===== src/rtl/fp_minmax_reduce_ctrl_if.sv =====
// Element stream, result stream and configuration bundle for the FP min/max reduction sequencer.
interface fp_minmax_reduce_ctrl_if #(
    parameter int unsigned CNT_W = 8
) ();
    logic             start;
    logic [CNT_W-1:0] cfg_len;
    logic [1:0]       cfg_fmt;
    logic [2:0]       cfg_rm;
    logic             in_valid;
    logic             in_ready;
    logic [63:0]      in_data;
    logic [64:0]      in_ext;
    logic [9:0]       in_class;
    logic             out_valid;
    logic             out_ready;
    logic [63:0]      out_result;
    logic [4:0]       out_flags;
    logic             busy;

    // Issue-path / consumer side
    modport master (
        output start, cfg_len, cfg_fmt, cfg_rm,
        output in_valid, in_data, in_ext, in_class,
        output out_ready,
        input  in_ready, out_valid, out_result, out_flags, busy
    );

    // Reduction sequencer side
    modport slave (
        input  start, cfg_len, cfg_fmt, cfg_rm,
        input  in_valid, in_data, in_ext, in_class,
        input  out_ready,
        output in_ready, out_valid, out_result, out_flags, busy
    );
endinterface


===== src/rtl/fp_minmax_reduce_ctrl.sv =====
// Reduces a stream of FP operands to a single FMIN/FMAX result through one
// combinational fp_max datapath, with a sticky invalid flag.
module fp_minmax_reduce_ctrl #(
    parameter int unsigned CNT_W = 8
) (
    input logic                        clk,
    input logic                        rst,
    fp_minmax_reduce_ctrl_if.slave     bus
);

    localparam logic [1:0] S_IDLE  = 2'd0;
    localparam logic [1:0] S_LOAD  = 2'd1;
    localparam logic [1:0] S_ACCUM = 2'd2;
    localparam logic [1:0] S_DONE  = 2'd3;

    localparam logic [63:0] CANON_S = 64'h000000007fc00000;
    localparam logic [63:0] CANON_D = 64'h7ff8000000000000;
    localparam logic [9:0]  CLS_QNAN = 10'b10_0000_0000;

    logic [1:0]       state_q, state_d;
    logic [CNT_W-1:0] rem_q, rem_d;
    logic [1:0]       fmt_q, fmt_d;
    logic [2:0]       rm_q, rm_d;
    logic [63:0]      acc_data_q, acc_data_d;
    logic [64:0]      acc_ext_q, acc_ext_d;
    logic [9:0]       acc_class_q, acc_class_d;
    logic             inv_q, inv_d;

    // fp_max datapath signals
    logic        acc_nan, elem_nan;
    logic        elem_lt_acc, acc_lt_elem, pick_elem;
    logic [63:0] fm_result;
    logic        fm_invalid;
    logic [63:0] canon_latched;

    // fp_max: NaN-aware min/max of accumulator (op1) vs incoming element (op2)
    always_comb begin
        acc_nan       = acc_class_q[8] | acc_class_q[9];
        elem_nan      = bus.in_class[8] | bus.in_class[9];
        canon_latched = (fmt_q == 2'd0) ? CANON_S : CANON_D;
        fm_invalid    = acc_class_q[8] | bus.in_class[8];
        if (acc_ext_q[64] != bus.in_ext[64]) begin
            // differing signs: the negative operand is smaller, so -0 < +0
            elem_lt_acc = bus.in_ext[64];
            acc_lt_elem = acc_ext_q[64];
        end else if (!acc_ext_q[64]) begin
            elem_lt_acc = bus.in_ext[63:0] < acc_ext_q[63:0];
            acc_lt_elem = acc_ext_q[63:0] < bus.in_ext[63:0];
        end else begin
            elem_lt_acc = bus.in_ext[63:0] > acc_ext_q[63:0];
            acc_lt_elem = acc_ext_q[63:0] > bus.in_ext[63:0];
        end
        // rm is latched as {2'b00, max}; ties keep the accumulator
        pick_elem = (rm_q == 3'd1) ? acc_lt_elem : elem_lt_acc;
        if (acc_nan && elem_nan) begin
            fm_result = canon_latched;
        end else if (acc_nan) begin
            fm_result = bus.in_data;
        end else if (elem_nan) begin
            fm_result = acc_data_q;
        end else begin
            fm_result = pick_elem ? bus.in_data : acc_data_q;
        end
    end

    // Sequencer next-state and accumulator update
    always_comb begin
        state_d     = state_q;
        rem_d       = rem_q;
        fmt_d       = fmt_q;
        rm_d        = rm_q;
        acc_data_d  = acc_data_q;
        acc_ext_d   = acc_ext_q;
        acc_class_d = acc_class_q;
        inv_d       = inv_q;
        case (state_q)
            S_IDLE: begin
                if (bus.start) begin
                    fmt_d = bus.cfg_fmt;
                    rm_d  = {2'b00, bus.cfg_rm[0]};
                    inv_d = 1'b0;
                    if (bus.cfg_len == '0) begin
                        acc_data_d = (bus.cfg_fmt == 2'd0) ? CANON_S : CANON_D;
                        state_d    = S_DONE;
                    end else begin
                        rem_d   = bus.cfg_len;
                        state_d = S_LOAD;
                    end
                end
            end
            S_LOAD: begin
                if (bus.in_valid) begin
                    acc_ext_d = bus.in_ext;
                    if (elem_nan) begin
                        acc_data_d  = canon_latched;
                        acc_class_d = CLS_QNAN;
                    end else begin
                        acc_data_d  = bus.in_data;
                        acc_class_d = bus.in_class;
                    end
                    inv_d   = inv_q | bus.in_class[8];
                    rem_d   = rem_q - CNT_W'(1);
                    state_d = (rem_q == CNT_W'(1)) ? S_DONE : S_ACCUM;
                end
            end
            S_ACCUM: begin
                if (bus.in_valid) begin
                    acc_data_d = fm_result;
                    inv_d      = inv_q | fm_invalid;
                    if (acc_nan && elem_nan) begin
                        acc_class_d = CLS_QNAN;
                    end else if (acc_nan) begin
                        acc_ext_d   = bus.in_ext;
                        acc_class_d = bus.in_class;
                    end else if (!elem_nan && (fm_result == bus.in_data)) begin
                        acc_ext_d   = bus.in_ext;
                        acc_class_d = bus.in_class;
                    end
                    rem_d = rem_q - CNT_W'(1);
                    if (rem_q == CNT_W'(1)) begin
                        state_d = S_DONE;
                    end
                end
            end
            default: begin
                if (bus.out_ready) begin
                    state_d = S_IDLE;
                end
            end
        endcase
    end

    // State registers with synchronous reset
    always_ff @(posedge clk) begin
        if (rst) begin
            state_q     <= S_IDLE;
            rem_q       <= '0;
            fmt_q       <= '0;
            rm_q        <= '0;
            acc_data_q  <= '0;
            acc_ext_q   <= '0;
            acc_class_q <= '0;
            inv_q       <= 1'b0;
        end else begin
            state_q     <= state_d;
            rem_q       <= rem_d;
            fmt_q       <= fmt_d;
            rm_q        <= rm_d;
            acc_data_q  <= acc_data_d;
            acc_ext_q   <= acc_ext_d;
            acc_class_q <= acc_class_d;
            inv_q       <= inv_d;
        end
    end

    assign bus.in_ready   = (state_q == S_LOAD) || (state_q == S_ACCUM);
    assign bus.out_valid  = (state_q == S_DONE);
    assign bus.busy       = (state_q != S_IDLE);
    assign bus.out_result = acc_data_q;
    assign bus.out_flags  = {inv_q, 4'b0000};

endmodule


===== src/flat_wrapper.sv =====
// flat-port wrapper written by rule: the top's interface ports become plain ports
module fp_minmax_reduce_ctrl_flat 
#(
    parameter int unsigned CNT_W = 8
)
  (clk, rst, bus_start, bus_cfg_len, bus_cfg_fmt, bus_cfg_rm, bus_in_valid, bus_in_data, bus_in_ext, bus_in_class, bus_out_ready, bus_in_ready, bus_out_valid, bus_out_result, bus_out_flags, bus_busy);
  fp_minmax_reduce_ctrl_if #(.CNT_W(CNT_W)) bus_i ();
  input logic clk;
  input logic rst;
  input wire logic [$bits(bus_i.start)-1:0] bus_start;
  input wire logic [$bits(bus_i.cfg_len)-1:0] bus_cfg_len;
  input wire logic [$bits(bus_i.cfg_fmt)-1:0] bus_cfg_fmt;
  input wire logic [$bits(bus_i.cfg_rm)-1:0] bus_cfg_rm;
  input wire logic [$bits(bus_i.in_valid)-1:0] bus_in_valid;
  input wire logic [$bits(bus_i.in_data)-1:0] bus_in_data;
  input wire logic [$bits(bus_i.in_ext)-1:0] bus_in_ext;
  input wire logic [$bits(bus_i.in_class)-1:0] bus_in_class;
  input wire logic [$bits(bus_i.out_ready)-1:0] bus_out_ready;
  output wire logic [$bits(bus_i.in_ready)-1:0] bus_in_ready;
  output wire logic [$bits(bus_i.out_valid)-1:0] bus_out_valid;
  output wire logic [$bits(bus_i.out_result)-1:0] bus_out_result;
  output wire logic [$bits(bus_i.out_flags)-1:0] bus_out_flags;
  output wire logic [$bits(bus_i.busy)-1:0] bus_busy;
  assign bus_i.start = bus_start;
  assign bus_i.cfg_len = bus_cfg_len;
  assign bus_i.cfg_fmt = bus_cfg_fmt;
  assign bus_i.cfg_rm = bus_cfg_rm;
  assign bus_i.in_valid = bus_in_valid;
  assign bus_i.in_data = bus_in_data;
  assign bus_i.in_ext = bus_in_ext;
  assign bus_i.in_class = bus_in_class;
  assign bus_i.out_ready = bus_out_ready;
  assign bus_in_ready = bus_i.in_ready;
  assign bus_out_valid = bus_i.out_valid;
  assign bus_out_result = bus_i.out_result;
  assign bus_out_flags = bus_i.out_flags;
  assign bus_busy = bus_i.busy;
  fp_minmax_reduce_ctrl #(.CNT_W(CNT_W)) u_core (.clk(clk), .rst(rst), .bus(bus_i));
endmodule

===== config.mk =====
export PLATFORM = sky130hd
export DESIGN_NAME = fp_minmax_reduce_ctrl_flat
export DESIGN_NICKNAME = d
export VERILOG_FILES = /design/src/rtl/fp_minmax_reduce_ctrl_if.sv /design/src/rtl/fp_minmax_reduce_ctrl.sv /design/src/flat_wrapper.sv
export SDC_FILE = /design/constraint.sdc
export NUM_CORES = 1
export LEC_CHECK = 0
export BUFFER_PORTS_ARGS = -buffer_cell sky130_fd_sc_hd__buf_2
export CORE_MARGIN = 1
export CORE_UTILIZATION = 59
export DETAILED_ROUTE_END_ITERATION = 10
export GPL_TIMING_DRIVEN = 1
export PLACE_DENSITY = 0.95
export SLEW_MARGIN = 40
export SYNTH_ARGS = -nofsm -noshare
export SYNTH_HDL_FRONTEND = slang
export SYNTH_SLANG_ARGS = --single-unit

===== constraint.sdc =====
create_clock -name clk -period 7.1 [get_ports clk]
set_input_delay 2.13 -clock clk [delete_from_list [all_inputs] [get_ports clk]]
set_output_delay 2.13 -clock clk [all_outputs]
set_load 0.01 [all_outputs]

==> results of run 1 <==
-- registers in the layout, summed over array words and instances, names as in the netlist --
register	cells
u_core.bus.out_result	64
u_core.state_q	2
u_core.rem_q	8
u_core.fmt_q	2
u_core.inv_q	1
u_core.acc_class_q	2
u_core.acc_ext_q	65
u_core.rm_q	1
-- cells by family after synthesis --
| group | share of synthesized area [%] |
|---|---|
| AOI/OAI and AO/OA | 28.2 |
| and+or+nand+nor | 20.7 |
| buffers and inverters | 8.65 |
| DFF | 30.6 |
| adders and majority gates | 9.23 |
| xor gates and xnor gates | 2.12 |
| muxes | 0.435 |
| other | 0.0395 |
-- through the flow --
step / setup WS (ps) / area [um^2]
final: 1700 / 11200
after global routing: 1550 / 11200
after CTS: 1600 / 11200
after detailed placement: 1210 / 10600
after global placement: 1300 / 10600
after floorplan: 2100 / 9500
-- Yosys cell counts, types with 4 or more instances --
master	count	area share, %
nand2_1	48	1.9
a211oi_1	9	0.71
o221ai_1	4	0.37
a2111o_1	4	0.47
a2111oi_0	13	1.2
o41ai_1	5	0.46
o31ai_1	13	1.0
o211ai_1	11	0.87
nand4_1	23	1.5
o21ai_1	33	1.7
buf_2	11	0.58
nor3_1	20	1.1
a221oi_1	4	0.37
buf_4	12	0.95
xor2_1	6	0.55
or3_1	10	0.66
nand3_1	17	0.90
o2bb2ai_1	6	0.55
a41oi_1	9	0.83
or3b_2	34	3.1
or3b_1	29	2.7
clkbuf_1	51	2.0
o21ai_0	79	4.2
ha_1	70	9.2
a31oi_1	4	0.26
o22ai_1	17	1.1
or4_1	4	0.32
xnor2_1	17	1.6
dfxtp_1	145	31
inv_1	118	4.7
nor2b_1	21	1.4
nor2_1	56	2.2
nor4_1	28	1.8
a21oi_1	130	6.9
a22oi_1	5	0.40
and3_1	7	0.46
nand2b_1	8	0.53
a22o_1	44	4.1
-- critical path: stages --
cell and delay, ps:
buf_2 110, ha_1 340, a21oi_1 170, nand2_1 80, a221oi_1 430, o221ai_1 270, nor4b_2 440, o2bb2ai_1 260
nor4_2 120, or4_1 550, a21oi_4 190, buf_4 430, a22o_1 230
-- worst paths after layout --
kind,depth (start not counted),start,end,slack [ps]
worst max-delay path,13,bus_in_ext[14],u_core.bus.out_result[3],1700
worst min-delay path,2,u_core.acc_ext_q[39],u_core.acc_ext_q[39],470
worst max register to register,13,u_core.acc_ext_q[14],u_core.bus.out_result[3],3150
worst min register to register,2,u_core.acc_ext_q[39],u_core.acc_ext_q[39],470
-- routing by layer --
layer	GRT usage, %	up-vias	share of wire (%)
met5	0	-	0
met4	17.6	0	4.4
met3	8.73	128	11
met2	56.2	665	46
met1	41.4	4703	39
li1	-	4720	-
-- layout make-up --
type	instances	area, um^2	area share (%)
clock inverter	13	174	1.55
multi-input combinational	847	5810	51.7
inverter	118	443	3.94
antenna	1	2.50	0.0223
timing repair buffer	226	1190	10.6
sequential	145	2900	25.8
tap	211	264	2.35
clock buffer	19	453	4.03
-- where the power goes --
| group | switching, mW | total (mW) | internal, mW |
|---|---|---|---|
| Combinational | 1.26 | 1.92 | 0.657 |
| Clock | 0.377 | 0.957 | 0.579 |
| Sequential | 0.155 | 1.16 | 1.00 |
| Total | 1.79 | 4.03 | 2.24 |
==> metrics.csv, run 1 <==
stage,metric,value,unit
clock_tree,cts_resized,0,
sta,fmax,185,MHz
global_routing,gr-total-overflow,0,
synth,syn-cell-area,9490,um^2
global_routing,grt_util_all_layers,34.2,%
sta,rsz0062_at_grt,false,
pwr,p_per_area,359,nW/um^2
setup_path,critPathLaunchType,primary input,
setup_path,cp-end-kind,flip-flop,
floorplan,fp.dieH,129,um
floorplan,die_area,16600,um^2
job,cap_violations,0,
floorplan,initial_core_util,61.5,%
pwr,peakVddDrop,0.000327,V
global_routing,antenna_found_initial,1,
clock_tree,cts_tree,yes,
finish,fin_util,72.9,%
sta,fin_tns_setup,0,ps
detailed_routing,vias,10216,
synth,syn_inst,1187,
synth,synth_edf_count,0,
detailed_routing,wl,28900,um
clock_tree,clockBufferDepth,2,
worst_hold_path,holdCritPathClass,reg2reg,
finish,stdcell_count,1580,
sta,tightest_slew,863,ps
finish,area_growth,18.4,%
finish,layout_commonest_cell,buf_2,
global_routing,grt_pass1_wl,45300,um
clock_tree,post_cts.repair.setup_buffers,0,
synth,synth_seq_cells,145,
detailed_routing,drc_errors,0,
clock_tree,clock-root-buffer,clkbuf_16,
floorplan,die_width,129,um
detailed_routing,antenna_left,0,
placed_design,portBuffers,214,
setup_path,crit_type,in2reg,
synth,async_reset_ff_share,0,%
placed_design,gp_congestion,0.953,
finish,nets,1582,
global_routing,grt_pass1_vias,9356,
synth,synth_warnings,0,
outcome,status,"finished, final reports clean",
setup_path,crit_arrival,5760,ps
detailed_routing,dr.pass1.iters,7,
synth,yosys.cell_types.count,76,
floorplan,rows,45,
clock_tree,postCtsHoldBufs,0,
clock_tree,htree_levels,4,
synth,seq_area_frac_synth,30.6,%
finish,drive_above_1_share,22.6,%
sta,slew_headroom,42.5,%
setup_path,cp_max_fo,43,
detailed_routing,wire_per_inst,18.3,um
sta,skew,10.2,ps
detailed_routing,drtIter0Drc,1233,
synth,syn_area_per_cell,8.00,um^2
placed_design,dp_hpwl,20000,um
floorplan,design.core.area,15400,um^2
pwr,p_total,4.03,mW
clock_tree,path_clk_slew,60,ps
clock_tree,clk_latency,420,ps
pwr,p_leak,4.50,nW
synth,synth_ff_type,dfxtp_1,
sta,finalSetupViolations,0,
global_routing,grt_start_max_net_pins,131,
placed_design,placed_cells,1547,
sta,finalHoldViolations,0,
clock_tree,cts_sinks,145,
setup_path,critPathRequiredTime,7460,ps
floorplan,ioPinCount,229,
sta,hold_ws,475,ps
sta,min_period,5400,ps
detailed_routing,avgViaCountPerCell,6.47,
finish,fillCellCount,1162,
sta,fin_crit_sh,76.0,%
finish,final_cell_mix,"buf_2 (214), dfxtp_1 (145), a21oi_1 (130)",
clock_tree,numCtsBuffers,17,
sta,final_max_slew_viol_count,0,
Power figures use the tool's default switching activity.
==> run 2: changes to the inputs <==
Settings changed: ABC_AREA set to 1, CORE_UTILIZATION 59 to 51, PLACE_DENSITY 0.95 to 0.87.
Clock period 7.1 ns to 4.5 ns, I/O delays scaled along.
==> metrics.csv, run 2 <==
stage,metric,value,unit,change
placed_design,pre_cts_slack,-685,ps,-1890 ps
floorplan,fp.dieH,151,um,+17%
detailed_routing,vias,14607,,+43%
synth,synth_edf_count,0,,unchanged
synth,yosysTopAreaCellShare,25.7,%,-4.9 points
global_routing,antenna_found_initial,7,,+6
synth,synth_seq_cells,145,,unchanged
floorplan,rows,54,,+20%
worst_hold_path,holdCritPathClass,reg2reg,,
finish,fillCellCount,1625,,+40%
pwr,p_leak,7.54,nW,+68%
placed_design,dpl-instance-area,12800,um^2,+21%
global_routing,grt_pass1_wl,57500,um,+27%
clock_tree,numCtsBuffers,17,,unchanged
placed_design,portBuffers,214,,unchanged
pwr,seq_power_share,17.1,%,-12 points
detailed_routing,drc_errors,0,,unchanged
clock_tree,path_clk_slew,70,ps,about the same
pwr,p_sw_share,48.8,%,+4.3 points
synth,async_reset_ff_share,0,%,unchanged
synth,synth_largest_area_cell,dfxtp_1,,
clock_tree,htree_levels,4,,unchanged
setup_path,crit_arrival,5460,ps,-300 ps
synth,yosys.cell_types.count,39,,-49%
finish,regArea,2900,um^2,unchanged
detailed_routing,antenna_left,0,,unchanged
finish,multi_input_area,7670,um^2,+32%
setup_path,crit_top_cell,nand2_1,,
floorplan,die_area,22800,um^2,+37%
floorplan,design.core.area,21800,um^2,+41%
detailed_routing,avgViaCountPerCell,6.05,,-6.5%
pwr,p_total,10.1,mW,+150%
finish,layout_commonest_cell,nand2_1,,
setup_path,cp_max_fo,13,,-70%
setup_path,rr_worst_depth,33,,+20
finish,area_growth,33.7,%,
placed_design,gp_congestion,0.870,,-8.7%
finish,drive_above_1_share,27.4,%,+4.8 points
sta,finalSetupViolations,67,,+67
sta,fin_crit_sh,114,%,
sta,rsz0062_at_grt,true,,
setup_path,crit_type,in2reg,,
finish,final_cell_mix,"nand2_1 (486), inv_1 (263), buf_2 (206)",,
synth,seq_area_frac_synth,25.7,%,-4.9 points
sta,final_max_slew_viol_count,0,,unchanged
synth,syn_inst,1893,,+59%
finish,stdcell_count,2415,,+53%
job,cap_violations,0,,unchanged
finish,finalInstanceArea,15100,um^2,+34%
synth,synth_area_leaders,"dfxtp_1 (26%), nand2_1 (19%), inv_1 (11%)",,
sta,min_period,5140,ps,
setup_path,critPathLaunchType,primary input,,
outcome,failed_checks,negative setup slack,,
floorplan,initial_core_util,51.9,%,-9.6 points
global_routing,gr-total-overflow,0,,unchanged
sta,tightest_slew,882,ps,+18.5 ps
sta,finalWorstSetupSlack,-643,ps,-2340 ps
setup_path,critPathRequiredTime,4810,ps,-2650 ps
pwr,p_clk_share,15.8,%,-7.9 points
worst_hold_path,holdPathStages,2,,unchanged
sta,fmax,194,MHz,
pwr,p_comb_share,67.2,%,+20 points
finish,nets,2344,,+48%
placed_design,placed_cells,2349,,+52%
clock_tree,clk_latency,430,ps,about the same
sta,slew_headroom,41.2,%,-1.2 points
pwr,p_per_area,671,nW/um^2,+87%
floorplan,ioPinCount,229,,unchanged
setup_path,cpMaxStageDelayCell,nand2_1,,
sta,skew,14.3,ps,+4.05 ps
global_routing,grt_util_all_layers,31.3,%,-2.9 points
finish,top_register,u_core.acc_ext_q,,
pwr,peakVddDrop,0.000342,V,+4.7%
synth,syn-cell-area,11300,um^2,+19%
sta,hold_ws,474,ps,-0.844 ps
outcome,status,"finished, violations left",,
clock_tree,cts_sinks,145,,unchanged
synth,synth_warnings,0,,unchanged
pwr,p_int,5.19,mW,+130%
synth,yosysMostFrequentCell,nand2_1,,
setup_path,slowest_delay,290,ps,-260 ps
synth,synth_ff_type,dfxtp_1,,
placed_design,dp_hpwl,22800,um,+14%
synth,synth_common_cells,"nand2_1 (575), inv_1 (318), nor2_1 (181)",,
finish,largest_reg_flops,65,,unchanged
setup_path,cp-end-kind,flip-flop,,
clock_tree,clock-root-buffer,clkbuf_16,,
global_routing,grt_pass1_vias,12392,,+32%
sta,finalHoldViolations,0,,unchanged
pwr,p_sw,4.95,mW,+180%
floorplan,die_width,151,um,+17%
synth,syn_area_per_cell,5.97,um^2,-25%
detailed_routing,dr.pass1.iters,7,,unchanged
sta,fin_tns_setup,-30210,ps,-30210 ps
clock_tree,postCtsHoldBufs,0,,unchanged
detailed_routing,wl,44500,um,+54%
detailed_routing,drtIter0Drc,1664,,+35%
clock_tree,cts_tree,yes,,
finish,fin_util,69.5,%,-3.4 points
detailed_routing,wire_per_inst,18.4,um,+0.81%
clock_tree,clockBufferDepth,2,,unchanged
global_routing,grt_start_max_net_pins,73,,-44%
## run 2: cell types whose count changed after synthesis, sizes merged, moves of 29 or more
cell / previous run / this run
inv: 118 / 324
a22o: 44 / 0
nand4: 24 / 121
o21ai: 112 / 50
a21oi: 131 / 94
nand2: 48 / 576
or3b: 63 / 0
o32ai: 0 / 29
nor2: 57 / 182
nand3: 17 / 88
## run 2: power groups by stage
stage               sequential, mW  clock [mW]  combinational (mW)
floorplan                     1.73           0                3.42
global placement              1.72           0                4.56
detailed placement            1.73           0                4.74
CTS                           1.71        1.59                5.26
global route                  1.75        1.66                7.28
finish                        1.73        1.60                6.81
## run 2: kinds of logic (layout without fill, tap and decap cells)
| kind of cell | count (synthesis) | in the layout | synth area share, % |
|---|---|---|---|
| adders and majority gates | 70 | 70 | 7.75 |
| buffers and inverters | 439 | 672 | 15.7 |
| DFF | 145 | 145 | 25.7 |
| xor gates and xnor gates | 1 | 1 | 0.0775 |
| other | 1 | 10 | 0.0332 |
| AOI/OAI and AO/OA | 235 | 235 | 12.6 |
| and+or+nand+nor | 1002 | 1002 | 38.2 |
## run 2: timing repair
item,in CTS,in global routing
endpoints found under the setup margin,66,67
gates cloned,5,10
buffers inserted,3,12
endpoints found under the hold margin,0,0
pin swaps,24,111
gates resized for setup,69,241
## run 2: per-layer routing
metal	up-vias	wire length (um)	track usage, %
met5	-	23	0
met4	4	2980	15.0
met3	322	5710	7.74
met2	1098	20100	54.2
met1	6621	15700	35.8
li1	6562	-	-
## run 2: area by class of cell
class	count	share of cell area, %
timing repair buffer	316	15.3
tap	280	2.32
sequential	145	19.2
antenna	6	0.0993
clock inverter	11	1.16
clock buffer	20	3.09
inverter	325	8.11
multi-input combinational	1312	50.7
## run 2: final timing paths
check	startpoint	endpoint	slack [ps]
worst min register to register	u_core.bus.out_result[56]	u_core.bus.out_result[56]	470
worst max register to register	u_core.acc_ext_q[31]	u_core.acc_ext_q[27]	-120
worst max-delay path	bus_in_ext[23]	u_core.acc_ext_q[27]	-640
worst min-delay path	u_core.bus.out_result[56]	u_core.bus.out_result[56]	470
## run 2: critical path, delay by kind of cell
kind / cells / cell delay, ps
and+or+nand+nor: 26 / 2990
adders and majority gates: 1 / 270
buffers and inverters: 5 / 720
AOI/OAI and AO/OA: 1 / 90
==> run 3: changes to the inputs <==
Settings changed: SKIP_LAST_GASP set to 1, SLEW_MARGIN 40 to 5.
==> metrics.csv, run 3 (synthesis gave the netlist of run 2 again) <==
stage,metric,value,unit,change
outcome,status,"finished, violations left",,
outcome,failed_checks,negative setup slack,,
clock_tree,numCtsBuffers,17,,unchanged
clock_tree,clk_latency,440,ps,about the same
floorplan,initial_core_util,51.9,%,unchanged
detailed_routing,drc_errors,0,,unchanged
sta,fmax,193,MHz,-0.57%
placed_design,placed_cells,2349,,unchanged
floorplan,design.core.area,21800,um^2,unchanged
setup_path,reg2reg_to,u_core.acc_ext_q[9],,
job,cap_violations,0,,unchanged
clock_tree,cts_sinks,145,,unchanged
sta,finalSetupViolations,68,,+1.5%
setup_path,cp_top_family,simple AND/OR/NAND/NOR gates,,
setup_path,slowest_delay,310,ps,+20 ps
detailed_routing,wire_per_inst,19.0,um,+2.9%
finish,drive_above_1_share,27.1,%,-0.38 points
detailed_routing,wl,46000,um,+3.5%
placed_design,dp_hpwl,22700,um,-0.54%
sta,slew_headroom,23.1,%,-18 points
detailed_routing,drtIter0Drc,1663,,-0.060%
sta,fin_crit_sh,115,%,+0.65 points
global_routing,grt_pass1_vias,13419,,+8.3%
global_routing,grt_start_max_net_pins,73,,unchanged
setup_path,critPathLaunchType,primary input,,
finish,stdcell_count,2430,,+0.62%
detailed_routing,vias,14598,,-0.062%
floorplan,die_width,151,um,unchanged
detailed_routing,avgViaCountPerCell,6.01,,-0.68%
global_routing,grt_util_all_layers,34.5,%,+3.2 points
sta,tightest_slew,1150,ps,+268 ps
clock_tree,htree_levels,4,,unchanged
finish,final_cell_mix,"nand2_1 (494), inv_1 (283), buf_2 (203)",,
finish,finalInstanceArea,15300,um^2,+1.1%
sta,rsz0062_at_grt,true,,
detailed_routing,antenna_left,0,,unchanged
setup_path,cp_max_fo,8,,-5
setup_path,r2r_start,u_core.acc_ext_q[15],,
pwr,p_per_area,664,nW/um^2,-0.92%
pwr,peakVddDrop,0.000357,V,+4.4%
detailed_routing,dr.pass1.iters,7,,unchanged
placed_design,gp_congestion,0.870,,unchanged
setup_path,critPathRequiredTime,4870,ps,+60 ps
setup_path,worst-path-buf-inv,7,,+2
global_routing,grt_pass1_wl,62800,um,+9.1%
worst_hold_path,holdPathStages,2,,unchanged
setup_path,cp-end-kind,flip-flop,,
global_routing,antenna_found_initial,6,,-1
setup_path,cpMaxStageDelayCell,ha_1,,
floorplan,fp.dieH,151,um,unchanged
finish,area_growth,35.2,%,
setup_path,crit_arrival,5540,ps,+80 ps
sta,min_period,5170,ps,+29.3 ps
floorplan,die_area,22800,um^2,unchanged
clock_tree,clockBufferDepth,2,,unchanged
worst_hold_path,hp-start,u_core.bus.out_result[4],,
setup_path,crit_top_cell,nand2_1,,
finish,largest_reg_flops,65,,unchanged
sta,finalWorstSetupSlack,-672,ps,-29.3 ps
finish,layout_commonest_cell,nand2_1,,
placed_design,pre_cts_slack,-665,ps,+19.9 ps
worst_hold_path,holdCritPathClass,reg2reg,,
floorplan,rows,54,,unchanged
setup_path,rr_worst_depth,35,,+6.1%
sta,skew,16.5,ps,+2.17 ps
sta,finalHoldViolations,0,,unchanged
finish,nets,2358,,+0.60%
clock_tree,cts_tree,yes,,
clock_tree,clock-root-buffer,clkbuf_16,,
pwr,p_leak,7.59,nW,+0.68%
floorplan,ioPinCount,229,,unchanged
finish,top_register,u_core.acc_ext_q,,
sta,final_max_slew_viol_count,0,,unchanged
setup_path,rrSetupSlack,-80,ps,+40 ps
placed_design,portBuffers,214,,unchanged
clock_tree,postCtsHoldBufs,0,,unchanged
worst_hold_path,min_to,u_core.bus.out_result[4],,
placed_design,dpl-instance-area,12800,um^2,about the same
global_routing,gr-total-overflow,0,,unchanged
setup_path,crit_type,in2reg,,
clock_tree,path_clk_slew,80,ps,about the same
run 3: cell types whose count changed in the layout (fill, tap and decap cells not counted), moves of 12 or more:
cell     delta
ha_4       +12
buf_4      +12
inv_2      -20
inv_1      +20
ha_1       -12
nand2_4    -18
run 3: worst max-delay path by stage:
stage | from | end | slack, ps | cells after the start
finish | bus_in_ext[11] | u_core.acc_ext_q[9] | -670 | 34
global route | bus_in_ext[11] | u_core.acc_ext_q[9] | -880 | 36
CTS | bus_in_ext[27] | u_core.acc_ext_q[50] | -10 | 36
detailed placement | bus_in_ext[43] | u_core.acc_ext_q[16] | -670 | 30
global placement | bus_in_ext[43] | u_core.acc_ext_q[59] | -570 | 30
floorplan | bus_in_ext[31] | u_core.acc_ext_q[0] | 240 | 33
run 3: routing by layer:
layer	share of wire (%)	up-vias	global-route usage, %
li1	-	6576	-
met1	35	6564	38.2
met2	45	1122	58.3
met3	13	334	9.76
met4	6.9	2	21.1
met5	0.022	-	0
run 3: final cells by class:
| cell class | instances | area [um^2] |
|---|---|---|
| Multi-Input combinational cell | 1312 | 7740 |
| Fill cell | 1572 | 6480 |
| Sequential cell | 145 | 2900 |
| Timing Repair Buffer | 330 | 2460 |
| Inverter | 325 | 1220 |
| Clock buffer | 18 | 429 |
| Tap cell | 280 | 350 |
| Clock inverter | 14 | 154 |
| Antenna cell | 6 | 15.0 |
run 3: where the power goes:
group | total, mW | internal, mW | switching, mW
combinational | 6.94 | 2.71 | 4.23
clock | 1.48 | 0.826 | 0.656
sequential | 1.73 | 1.57 | 0.155
run 3: through the flow:
stage	setup TNS (ps)	util (%)	power [mW]	hold WS [ps]
finish	-25980	70.2	10.2	480
global route	-42340	70.2	10.8	502
CTS	-231	67.0	8.86	480
detailed placement	-40100	59.0	6.47	469
global placement	-36840	59.0	6.28	460
floorplan	0	-	5.15	430
run 3: tightest hold or removal path, cell delays in order, from the launching register on:
cell	delay (ps)
dfxtp_1	320
nand2_1	60
a21oi_1	50
run 3: what timing repair did:
item / CTS / global route
setup endpoints to repair: 65 / 68
pin swaps: 78 / 73
resized for setup: 141 / 151
gates cloned: 9 / 5
buffers inserted: 21 / 9
